## config.mk

```make
export PLATFORM = sky130hd
export DESIGN_NAME = prt_dp_pm_loader
export DESIGN_NICKNAME = d
export VERILOG_FILES = /design/src/rtl/prt_dp_pm_loader_pkg.sv /design/src/rtl/prt_dp_pm_loader_asm.sv /design/src/rtl/prt_dp_pm_loader.sv
export SDC_FILE = /design/constraint.sdc
export NUM_CORES = 1
export LEC_CHECK = 0
export ABC_AREA = 1
export BUFFER_PORTS_ARGS = -buffer_cell sky130_fd_sc_hd__clkbuf_2
export CAP_MARGIN = 20
export CORE_ASPECT_RATIO = 0.9
export CORE_MARGIN = 5
export CORE_UTILIZATION = 35
export DETAILED_ROUTE_END_ITERATION = 8
export SLEW_MARGIN = 10
export SYNTH_ARGS = -nofsm -noshare
export SYNTH_HDL_FRONTEND = slang
export SYNTH_SLANG_ARGS = --single-unit
```

## constraint.sdc

```tcl
create_clock -name CLK_IN -period 1.7 [get_ports CLK_IN]
set_clock_uncertainty 0.05 [all_clocks]
set_input_delay 0.425 -clock CLK_IN [delete_from_list [all_inputs] [get_ports CLK_IN]]
set_output_delay 0.425 -clock CLK_IN [all_outputs]
set_load 0.01 [all_outputs]
```

## src/rtl/prt_dp_pm_loader_pkg.sv

```systemverilog
// Shared types and constants for the policy-maker program loader.
package prt_dp_pm_loader_pkg;

    // Loader sequencing states
    typedef enum logic [2:0] {
        ST_IDLE = 3'd0,
        ST_HDR  = 3'd1,
        ST_DATA = 3'd2,
        ST_CHK  = 3'd3,
        ST_DONE = 3'd4,
        ST_ERR  = 3'd5
    } state_t;

    // Error codes reported on ERR_OUT
    localparam logic [1:0] ERR_NONE = 2'd0;
    localparam logic [1:0] ERR_HDR  = 2'd1;
    localparam logic [1:0] ERR_LEN  = 2'd2;
    localparam logic [1:0] ERR_CHK  = 2'd3;

    // Image framing: header and checksum are each exactly one assembled word
    localparam int HDR_BYTES  = 4;
    localparam int CHK_BYTES  = 4;
    localparam int WORD_BYTES = 4;

    // Header check on the assembled header word {len[15:0], magic[15:0]}.
    // Magic is judged before length so a garbage stream reports ERR_HDR.
    function automatic logic [1:0] f_hdr_check(
        input logic [31:0] i_hdr,
        input logic [15:0] i_magic,
        input logic [16:0] i_max_words
    );
        logic [16:0] v_len;
        v_len = {1'b0, i_hdr[31:16]};
        if (i_hdr[15:0] != i_magic) begin
            return ERR_HDR;
        end
        if ((v_len == 17'd0) || (v_len > i_max_words)) begin
            return ERR_LEN;
        end
        return ERR_NONE;
    endfunction

endpackage

```

## src/rtl/prt_dp_pm_loader_asm.sv

```systemverilog
// Little-endian byte-to-word assembler. Byte k of a word lands in bits
// [8k+7:8k]. The completed word is offered combinationally on the cycle the
// last byte is accepted, and optionally registered with a 1-cycle strobe.
module prt_dp_pm_loader_asm
    import prt_dp_pm_loader_pkg::*;
(
    input  logic        i_clk,
    input  logic        i_rst,
    input  logic        i_clr,
    input  logic        i_acc,
    input  logic [7:0]  i_byte,
    input  logic        i_emit,
    output logic [1:0]  o_bcnt,
    output logic        o_last,
    output logic [31:0] o_word_cmb,
    output logic [31:0] o_word,
    output logic        o_word_vld
);

    localparam logic [1:0] LP_LAST_IDX = 2'(WORD_BYTES - 1);

    logic [1:0]  r_bcnt;
    logic [23:0] r_part;
    logic [31:0] r_word;
    logic        r_word_vld;
    logic        w_last;

    assign w_last     = i_acc && (r_bcnt == LP_LAST_IDX);
    assign o_word_cmb = {i_byte, r_part};
    assign o_last     = w_last;
    assign o_bcnt     = r_bcnt;
    assign o_word     = r_word;
    assign o_word_vld = r_word_vld;

    // Shift bytes in from the top so earlier bytes end up in lower lanes;
    // the byte counter wraps 3->0 naturally.
    always_ff @(posedge i_clk) begin
        if (i_rst) begin
            r_bcnt     <= 2'd0;
            r_part     <= 24'd0;
            r_word     <= 32'd0;
            r_word_vld <= 1'b0;
        end else begin
            r_word_vld <= 1'b0;
            if (i_clr) begin
                r_bcnt <= 2'd0;
            end else if (i_acc) begin
                r_bcnt <= r_bcnt + 2'd1;
                r_part <= {i_byte, r_part[23:8]};
                if (w_last && i_emit) begin
                    r_word     <= o_word_cmb;
                    r_word_vld <= 1'b1;
                end
            end
        end
    end

endmodule

```

## src/rtl/prt_dp_pm_loader.sv

```systemverilog
// Policy-maker program loader: validates a byte-stream image, writes its
// words to the program RAM init port and holds the processor in reset
// until a complete image has passed its checksum.
//
//   state   | meaning
//   --------+-----------------------------------------------------------
//   IDLE    | after reset; bytes ignored, processor runs from init image
//   HDR     | collecting magic + length (4 bytes)
//   DATA    | collecting N data words, writing RAM, summing
//   CHK     | collecting checksum (4 bytes)
//   DONE    | image verified, processor released; held until next start
//   ERR     | header/length/checksum failure, processor held in reset
module prt_dp_pm_loader
    import prt_dp_pm_loader_pkg::*;
#(
    parameter int          P_ADR   = 10,
    parameter logic [15:0] P_MAGIC = 16'h504D
) (
    input  logic        CLK_IN,
    input  logic        RST_IN,
    input  logic        LDR_STR_IN,
    input  logic [7:0]  LDR_DAT_IN,
    input  logic        LDR_VLD_IN,
    output logic        LDR_RDY_OUT,
    output logic        INIT_STR_OUT,
    output logic [31:0] INIT_DAT_OUT,
    output logic        INIT_VLD_OUT,
    output logic        PM_RST_OUT,
    output logic        DONE_OUT,
    output logic [1:0]  ERR_OUT
);

    localparam logic [16:0]  LP_MAX_WORDS = 17'(2 ** P_ADR);
    localparam logic [1:0]   LP_HDR_LAST  = 2'(HDR_BYTES - 1);
    localparam logic [1:0]   LP_CHK_LAST  = 2'(CHK_BYTES - 1);
    localparam logic [P_ADR:0] LP_WCNT_ONE = (P_ADR + 1)'(1);

    state_t         r_state;
    state_t         w_state_nxt;
    logic           w_rdy;
    logic           w_acc;
    logic [1:0]     w_bcnt;
    logic           w_word_last;
    logic           w_hdr_last;
    logic           w_chk_last;
    logic [31:0]    w_word_cmb;
    logic [31:0]    w_word;
    logic           w_word_vld;
    logic [1:0]     w_hdr_err;
    logic           w_sum_ok;

    logic [31:0]    r_sum;
    logic [P_ADR:0] r_wcnt;
    logic           r_init_str;
    logic           r_pm_rst;
    logic           r_done;
    logic [1:0]     r_err;

    assign w_rdy = (r_state == ST_HDR) || (r_state == ST_DATA) || (r_state == ST_CHK);
    // A byte coinciding with a start pulse belongs to the aborted stream
    assign w_acc = LDR_VLD_IN && w_rdy && !LDR_STR_IN;

    prt_dp_pm_loader_asm u_asm (
        .i_clk      (CLK_IN),
        .i_rst      (RST_IN),
        .i_clr      (LDR_STR_IN),
        .i_acc      (w_acc),
        .i_byte     (LDR_DAT_IN),
        .i_emit     (r_state == ST_DATA),
        .o_bcnt     (w_bcnt),
        .o_last     (w_word_last),
        .o_word_cmb (w_word_cmb),
        .o_word     (w_word),
        .o_word_vld (w_word_vld)
    );

    assign w_hdr_last = w_acc && (w_bcnt == LP_HDR_LAST);
    assign w_chk_last = w_acc && (w_bcnt == LP_CHK_LAST);
    assign w_hdr_err  = f_hdr_check(w_word_cmb, P_MAGIC, LP_MAX_WORDS);
    assign w_sum_ok   = (w_word_cmb == r_sum);

    // State register
    always_ff @(posedge CLK_IN) begin
        if (RST_IN) begin
            r_state <= ST_IDLE;
        end else begin
            r_state <= w_state_nxt;
        end
    end

    // Next-state decode; a start pulse restarts from any state
    always_comb begin
        w_state_nxt = r_state;
        if (LDR_STR_IN) begin
            w_state_nxt = ST_HDR;
        end else begin
            case (r_state)
                ST_HDR: begin
                    if (w_hdr_last) begin
                        w_state_nxt = (w_hdr_err == ERR_NONE) ? ST_DATA : ST_ERR;
                    end
                end
                ST_DATA: begin
                    if (w_word_last && (r_wcnt == LP_WCNT_ONE)) begin
                        w_state_nxt = ST_CHK;
                    end
                end
                ST_CHK: begin
                    if (w_chk_last) begin
                        w_state_nxt = w_sum_ok ? ST_DONE : ST_ERR;
                    end
                end
                default: w_state_nxt = r_state;
            endcase
        end
    end

    // Word counter (down-count to the last word), checksum and status levels
    always_ff @(posedge CLK_IN) begin
        if (RST_IN) begin
            r_sum      <= 32'd0;
            r_wcnt     <= '0;
            r_init_str <= 1'b0;
            r_pm_rst   <= 1'b0;
            r_done     <= 1'b0;
            r_err      <= ERR_NONE;
        end else begin
            r_init_str <= LDR_STR_IN;
            if (LDR_STR_IN) begin
                r_sum    <= 32'd0;
                r_wcnt   <= '0;
                r_pm_rst <= 1'b1;
                r_done   <= 1'b0;
                r_err    <= ERR_NONE;
            end else begin
                case (r_state)
                    ST_HDR: begin
                        if (w_hdr_last) begin
                            if (w_hdr_err != ERR_NONE) begin
                                r_err <= w_hdr_err;
                            end else begin
                                r_wcnt <= w_word_cmb[16 +: P_ADR + 1];
                            end
                        end
                    end
                    ST_DATA: begin
                        if (w_word_last) begin
                            r_sum  <= r_sum + w_word_cmb;
                            r_wcnt <= r_wcnt - LP_WCNT_ONE;
                        end
                    end
                    ST_CHK: begin
                        if (w_chk_last) begin
                            if (w_sum_ok) begin
                                r_done   <= 1'b1;
                                r_pm_rst <= 1'b0;
                            end else begin
                                r_err <= ERR_CHK;
                            end
                        end
                    end
                    default: ;
                endcase
            end
        end
    end

    assign LDR_RDY_OUT  = w_rdy;
    assign INIT_STR_OUT = r_init_str;
    assign INIT_DAT_OUT = w_word;
    assign INIT_VLD_OUT = w_word_vld;
    assign PM_RST_OUT   = r_pm_rst;
    assign DONE_OUT     = r_done;
    assign ERR_OUT      = r_err;

endmodule

```

Yosys cells after proc, flatten, opt, wreduce, memory -nomap -nowiden
Cells that the tools add are included.

operators by class
  eq/ne operators = 17
  bitwise operators = 2
  add/sub/neg operators = 3
  reductions and logical operators = 30
  muxes and demuxes = 28
  $lt $le $gt $ge = 1

operators by type and width
  cell                     count
  $mux W11                 3
  $add A32 B32 Y32         1
  $eq A32 B32 Y1           1
  $pmux W11 S2             1
  $gt A16 B11 Y1 const B   1
  $logic_not A16 Y1        1
  $mux W2                  8
  $ne A16 B15 Y1 const B   1
  $mux W3                  4
  $reduce_and A4 Y1        3
  $reduce_bool A2 Y1       6
  $eq A11 B1 Y1 const B    1
  $sub A11 B1 Y11 const B  1
  $mux W1                  10
  $pmux W3 S3              1
  $reduce_and A3 Y1        3
  $ne A2 B2 Y1 const B     4
  $eq A3 B2 Y1 const B     2
  $ne A2 B1 Y1 const B     3
  $ne A3 B2 Y1 const B     2
  $logic_and A1 B1 Y1      5
  $reduce_and A5 Y1        1
  $pmux W2 S2              1
  $reduce_and A2 Y1        2
  12 further kinds         15

word-level totals
  logic and storage cells = 93
  output and inout port bits = 39
  register bits = 110

Longest topological paths before layout
Gate-level depths: netlist of run 1.

  depth in word-level cells = 11
  gate-level depth with buffers = 14

Hierarchy
Synthesis of run 1 repeated with hierarchy kept, for this count alone.

unflattened totals
  cell total of the unflattened synthesis = 1247
  area total of the unflattened synthesis = 7378.3 um2

modules (own cells, without submodules)
  module                cells each  instances  area an instance (um2)
  prt_dp_pm_loader      944         1          5094.9
  prt_dp_pm_loader_asm  303         1          2283.4

Least setup slack after synthesis of run 1
No wires, ideal clock.

  path type = register -> register
  from = reg r_sum[0]
  to = reg r_sum[20]
  library setup time = 0.109 ns
  period minus slack after synthesis = 1.848 ns
  cell stages (with the launch flop) = 13
  arrival time = 1.689 ns
  path buffers = 0
  slack = -0.148 ns
  path through = dfxtp_1 -> ha_1 -> fa_1 -> nand3_1 -> nand3_1 -> nand3_1 -> nand3_1 -> nand3_1 -> nand2_1 -> nand2_1 -> nand3_1 -> nand2_1 -> inv_1

on the way
  word-level cells in the longest chain between the ends = 1

ends and longest elaborated chain
  what                    RTL line                 text
  from (decl)             prt_dp_pm_loader.sv:52   logic [31:0] r_sum;
  from (signal assigned)  prt_dp_pm_loader.sv:148  r_sum <= r_sum + w_word_cmb;
  $add A32 B32 Y32        prt_dp_pm_loader.sv:148

Every way passes these cells.
A chain may end at the register's enable or synchronous reset.

Final worst setup path of run 1
  from = reg r_sum[0]
  to = reg r_sum[10]

Same word-level chain as after synthesis.

==> metrics.yaml, run 1 <==
gp_congestion: 0.922
die_y_um: 145
synth_area_um2: 7050
cp.required_ps: 1910
max_cap_viol_count: 0
multi_input_area_um2: 5130
core_um2: 19900
holdCritPathClass: "input port to flop"
grtUsageTotal_pct: 20.0
drv_slew: 0
worstPathMaxFanout: 3
period_minus_slack_ps: 1860
cts_root_buf: "clkbuf_16"
grt.overflow.total: 0
critPathCaptureType: "flop"
synth_top_area_share_pct: 31.2
grt_pass1_wl_um: 36800
cts.sinks: 110
drt_first_pass_iters: 6
yosysTopAreaCell: "dfxtp_1"
intPower_w: 0.00401
regArea_um2: 2280
layout-drive-gt1-share_pct: 36.7
crit_type: "flop to flop"
wl_per_cell_um: 15.1
finalNonFillerCells: 1624
hold-worst-slack_ps: 246
synthDistinctLibCells: 32
clockBufferDepth: 2
place_hpwl_um: 17400
die_area_um2: 23100
portBuffers: 50
p_comb_share_pct: 14.9
yosysSeqAreaShare_pct: 31.2
seqPwrFrac_pct: 47.3
dp_cells: 1586
setup-violations-final: 34
finalHoldViolations: 0
final_cell_mix: "nand2_1, inv_1, buf_4"
syn_nets: 1220
die-width_um: 160
cts-buffers-inserted: 9
swShare_pct: 28.6
avgViaCountPerCell: 4.85
worstPathArrival_ps: 2070
drc: 0
drtAntennaViolNets: 0
yosys_register_bits: 110
tritoncts: "built"
pwr_density_cell_nw_per_um2: 534
rsz0062_at_grt: "yes"
drt_first_iter_violations: 558
path_clk_slew_ps: 80
setup.worst_path.start_class: "flop"
vias: 7876
ir_drop_mv: 0.403
final.setup.worst_slack_ps: -161
io_pins: 51
syn2layout_area_growth_pct: 48.9
initial_utilization_pct: 35.4
worstSkewPairLatency_ps: 360
avgSynthCellArea_um2: 6.01
syn_inst: 1173
grt_pass1_vias: 7084
row_count: 49
worst_slew_pin_slew_ps: 318
wirelength_um: 24500
p_leak_nw: 5.14
violations: "setup timing"
finalSetupTns_ps: -2860
status: "finished with violations"
final_common_cell: "nand2_1"
synth_area_leaders: "dfxtp_1, nand2_1, inv_1, nor2_1, ha_1"
slew_headroom_pct: 78.7
grt_max_degree: 36
antenna_found_initial: 0
n_fill_cell: 1899
clkPwrFrac_pct: 37.8
fmax_ghz: 0.537
diodes: 0
p_switching_w: 0.00160
htreeDepth: 3
ys_warn_count: 0
post-route-period-util_pct: 109
nets: 1411
-- kinds of logic (layout without fill, tap and decap cells) --
kind of cell / count (synthesis) / after routing / synth area share, %
AND/OR/NAND/NOR: 599 / 599 / 34.6
buffers and inverters: 240 / 436 / 13.0
AO/OA/AOI/OAI: 171 / 171 / 12.5
flip-flops: 110 / 110 / 31.2
adder cells (fa/ha/maj): 35 / 35 / 6.32
XOR/XNOR: 16 / 16 / 1.99
multiplexers: 2 / 2 / 0.284
-- area by class of cell --
class	instances	share of cell area [%]
multi-input combinational	823	48.9
sequential	110	21.8
timing repair buffer	211	16.0
inverter	208	7.55
tap	255	3.04
clock buffer	9	2.14
clock inverter	7	0.548
timing repair inverter	1	0.0477
-- cells in the mapped netlist (all sizes together) --
cell type / number
a21boi: 1
o22ai: 1
buf: 13
a21oi: 83
nor3: 7
nand3: 77
and3: 1
o21bai: 1
a31o: 1
xor2: 10
ha: 34
clkinv: 1
nand3b: 2
clkbuf: 19
fa: 1
o21ai: 81
inv: 207
dfxtp: 110
o211ai: 2
nor2: 164
a21o: 1
and2: 3
nand2: 328
nand4: 17
xnor2: 6
mux2i: 2
-- metrics by stage --
step,setup WS [ps],util [%],total power (W),area [um^2]
after floorplan,9.48,-,0.00305,7070
after global placement,-553,43.3,0.00336,8630
after detailed placement,-567,43.3,0.00337,8630
after CTS,-165,48.7,0.00555,9710
after global routing,-245,52.7,0.00583,10500
final,-161,52.7,0.00561,10500
-- metal layers --
metal | track usage [%] | wire, um | up-vias
met5 | 0 | 0 | -
met4 | 5.57 | 508 | 0
met3 | 3.88 | 1190 | 31
met2 | 32.2 | 11100 | 188
met1 | 27.5 | 11700 | 3625
li1 | - | - | 4032
-- worst max-delay path, cell delays in order (launching register included) --
cell	delay (ps)
dfxtp_2	340
ha_4	180
fa_2	390
nand2_1	120
nand3_4	110
nand2_2	120
nand2_4	80
buf_6	120
nand2_2	40
nand3_1	60
o211ai_1	80
inv_1	50
-- sequential cells by signal (all words and copies together) (netlist names) --
register / cells
r_state: 3
u_asm.o_word: 32
PM_RST_OUT: 1
r_sum: 32
DONE_OUT: 1
u_asm.r_part: 24
u_asm.o_word_vld: 1
ERR_OUT: 2
r_wcnt: 11
INIT_STR_OUT: 1
u_asm.o_bcnt: 2
-- power groups by stage --
| stage | clock network, W | registers, W | logic (W) |
|---|---|---|---|
| after global routing | 0.00226 | 0.00266 | 0.000909 |
| after global placement | 0 | 0.00271 | 0.000656 |
| after CTS | 0.00217 | 0.00266 | 0.000722 |
| after floorplan | 0 | 0.00271 | 0.000340 |
| after detailed placement | 0 | 0.00271 | 0.000661 |
| final | 0.00212 | 0.00266 | 0.000836 |
-- timing repair --
action / 4_1_cts / 5_1_grt
setup buffers: 12 / 10
resized for setup: 165 / 194
setup endpoints to repair: 74 / 82
cloned: 0 / 5
pin swaps: 45 / 59
hold buffers: 0 / 0
-- final timing paths --
path                              start                       to  slack (ps)  cells after the start
setup / recovery  r_sum[0]$_SDFFE_PP0P_   r_sum[10]$_SDFFE_PP0P_        -160                     11
hold / removal                   RST_IN  r_state[0]$_SDFFE_PP0P_         250                      2
setup reg to reg  r_sum[0]$_SDFFE_PP0P_   r_sum[10]$_SDFFE_PP0P_        -160                     11
hold reg to reg   DONE_OUT$_SDFFE_PP0P_    DONE_OUT$_SDFFE_PP0P_         400                      2
(Power assumes the default switching activity.)
==> run 2, diff against run 1 <==
- PLACE_DENSITY: default -> 0.59
- clock period: 1.7 -> 2.2 ns (I/O delays scaled with it)
==> run 2 against run 1 <==
The run now ends clean. Sequential share of layout area up 4.6 points. Clock power is 16% lower. Worst setup slack improved by 310 ps. Flip-flop and latch count unchanged.
==> metrics.yaml, run 2 (same netlist as run 1, synthesis figures left out) <==
status: "finished, final reports clean"
final_cell_mix: "nand2_1, inv_1, nor2_1"
setup-violations-final: 0
cpLargestDelayFamily: "simple AND/OR/NAND/NOR gates"
drv_slew: 0
finalSetupTns_ps: 0
ir_drop_mv: 0.354
grt_pass1_vias: 6613
io_pins: 51
worstPathArrival_ps: 2270
drt_first_iter_violations: 471
wl_per_cell_um: 14.2
slew_headroom_pct: 69.1
cts_root_buf: "clkbuf_16"
reg2reg_from: "u_asm.r_part[0]$_SDFFE_PP0P_"
diodes: 0
drt_first_pass_iters: 5
crit_type: "flop to flop"
critPathBufInv: 2
final_common_cell: "nand2_1"
setup.worst_path.start_class: "flop"
path_cells: "ha_1 > fa_2 > buf_4 > nand2_1 > nand3_2 > nand2_1 > nand2_1 > nand2_2 > nand2_1 > nand2_1 > nand3_1 > nand2_1 > inv_1"
syn2layout_area_growth_pct: 18.4
r2r_setup_slack_ps: 150
worst_slew_pin_slew_ps: 459
post-route-period-util_pct: 93.4
pwr_density_cell_nw_per_um2: 512
reg2reg_to: "r_sum[26]$_SDFFE_PP0P_"
critical-path-top-cell-by-count: "nand2_1"
slowest_delay_ps: 360
die_y_um: 145
avgViaCountPerCell: 4.80
path_clk_slew_ps: 80
layout-drive-gt1-share_pct: 11.6
core_um2: 19900
p_leak_nw: 4.37
die-width_um: 160
grt_max_degree: 53
n_fill_cell: 2133
cts-buffers-inserted: 9
cp_slowest_cell: "fa_2"
fin_util_pct: 41.9
vias: 7294
hold-worst-slack_ps: 362
die_area_um2: 23100
cp.required_ps: 2420
wirelength_um: 21600
tritoncts: "built"
portBuffers: 50
holdPathEnd: "u_asm.o_word_vld$_SDFF_PP0_"
initial_utilization_pct: 35.4
row_count: 49
drc: 0
grt_pass1_wl_um: 34800
hold_buffers: 0
hold_path.startpoint: "RST_IN"
htreeDepth: 3
nets: 1307
finalHoldViolations: 0
antenna_found_initial: 0
grt.overflow.total: 0
worstPathMaxFanout: 3
holdCritPathClass: "input port to flop"
worstSkewPairLatency_ps: 370
critPathCaptureType: "flop"
r2r_cells: 13
hold_depth: 2
place_hpwl_um: 16700
gp_congestion: 0.920
cts.sinks: 110
max_cap_viol_count: 0
drtAntennaViolNets: 0
rsz0062_at_grt: "no"
period_minus_slack_ps: 2050
grtUsageTotal_pct: 18.8
clockBufferDepth: 2
fmax_ghz: 0.487
-- run 2: changes by cell type in the layout (fill, tap and decap cells not counted), moves of 21 or more --
cell / before / now
ha_4: 31 / 3
buf_4: 132 / 55
nand2_2: 63 / 5
ha_1: 3 / 30
nand2_4: 22 / 0
nor2_2: 26 / 3
nor2_1: 123 / 161
dfxtp_1: 64 / 110
nand2_1: 243 / 323
nand3_1: 51 / 72
dfxtp_2: 36 / 0
-- run 2: metal layers --
layer  routed length [um]  GRT usage [%]  share of wire (%)
met5                    0              0                  0
met4                  413           5.16                1.9
met3                 1280           3.88                5.9
met2                 9120           29.4                 42
met1                10800           26.6                 50
-- run 2: final cells by class --
class | count | area, um^2 | share of cell area (%)
Sequential cell | 110 | 2200 | 26.4
Multi-Input combinational cell | 823 | 4010 | 48.0
Inverter | 208 | 782 | 9.36
Tap cell | 255 | 319 | 3.82
Clock buffer | 9 | 225 | 2.70
Timing Repair Buffer | 108 | 723 | 8.66
Clock inverter | 7 | 90.1 | 1.08
-- run 2: how the worst max path moves through the flow --
| stage | from | endpoint | slack (ps) | cells past startpoint |
|---|---|---|---|---|
| after floorplan | r_sum[0]$_SDFFE_PP0P_ | r_sum[20]$_SDFFE_PP0P_ | 350 | 12 |
| after global placement | LDR_DAT_IN[0] | PM_RST_OUT$_SDFFE_PP0P_ | -40 | 9 |
| after detailed placement | LDR_DAT_IN[0] | PM_RST_OUT$_SDFFE_PP0P_ | -50 | 9 |
| after CTS | u_asm.r_part[0]$_SDFFE_PP0P_ | r_sum[20]$_SDFFE_PP0P_ | 8 | 12 |
| after global routing | u_asm.r_part[0]$_SDFFE_PP0P_ | r_sum[24]$_SDFFE_PP0P_ | 5 | 13 |
| final | u_asm.r_part[0]$_SDFFE_PP0P_ | r_sum[26]$_SDFFE_PP0P_ | 150 | 13 |
-- run 2: timing repair --
action / CTS / global route
resized for setup: 0 / 17
buffers inserted: 0 / 0
endpoints found under the setup margin: 0 / 23
-- run 2: worst reg2reg max path, stage by stage, from the launching register on --
cell and delay (ps):
dfxtp_1 340, ha_1 230, fa_2 360, buf_4 140, nand2_1 60, nand3_2 110
nand2_1 110, nand2_1 140, nand2_2 110, nand2_1 50, nand2_1 60, nand3_1 70
nand2_1 80, inv_1 40
-- run 2: through the flow --
stage	total power (W)	std cells	cell area, um^2	setup WS (ps)
floorplan	0.00235	1173	7050	352
global placement	0.00253	1504	7960	-43.5
detailed placement	0.00253	1504	7960	-48.5
CTS	0.00431	1520	8270	7.54
global route	0.00446	1520	8350	5.26
finish	0.00428	1520	8350	146
-- run 2: power breakdown --
group / switching, W / leakage [nW] / internal [W]
sequential: 0.0000344 / 0.889 / 0.00202
clock: 0.000872 / 0.147 / 0.000912
combinational: 0.000278 / 3.34 / 0.000164
total: 0.00118 / 4.37 / 0.00309
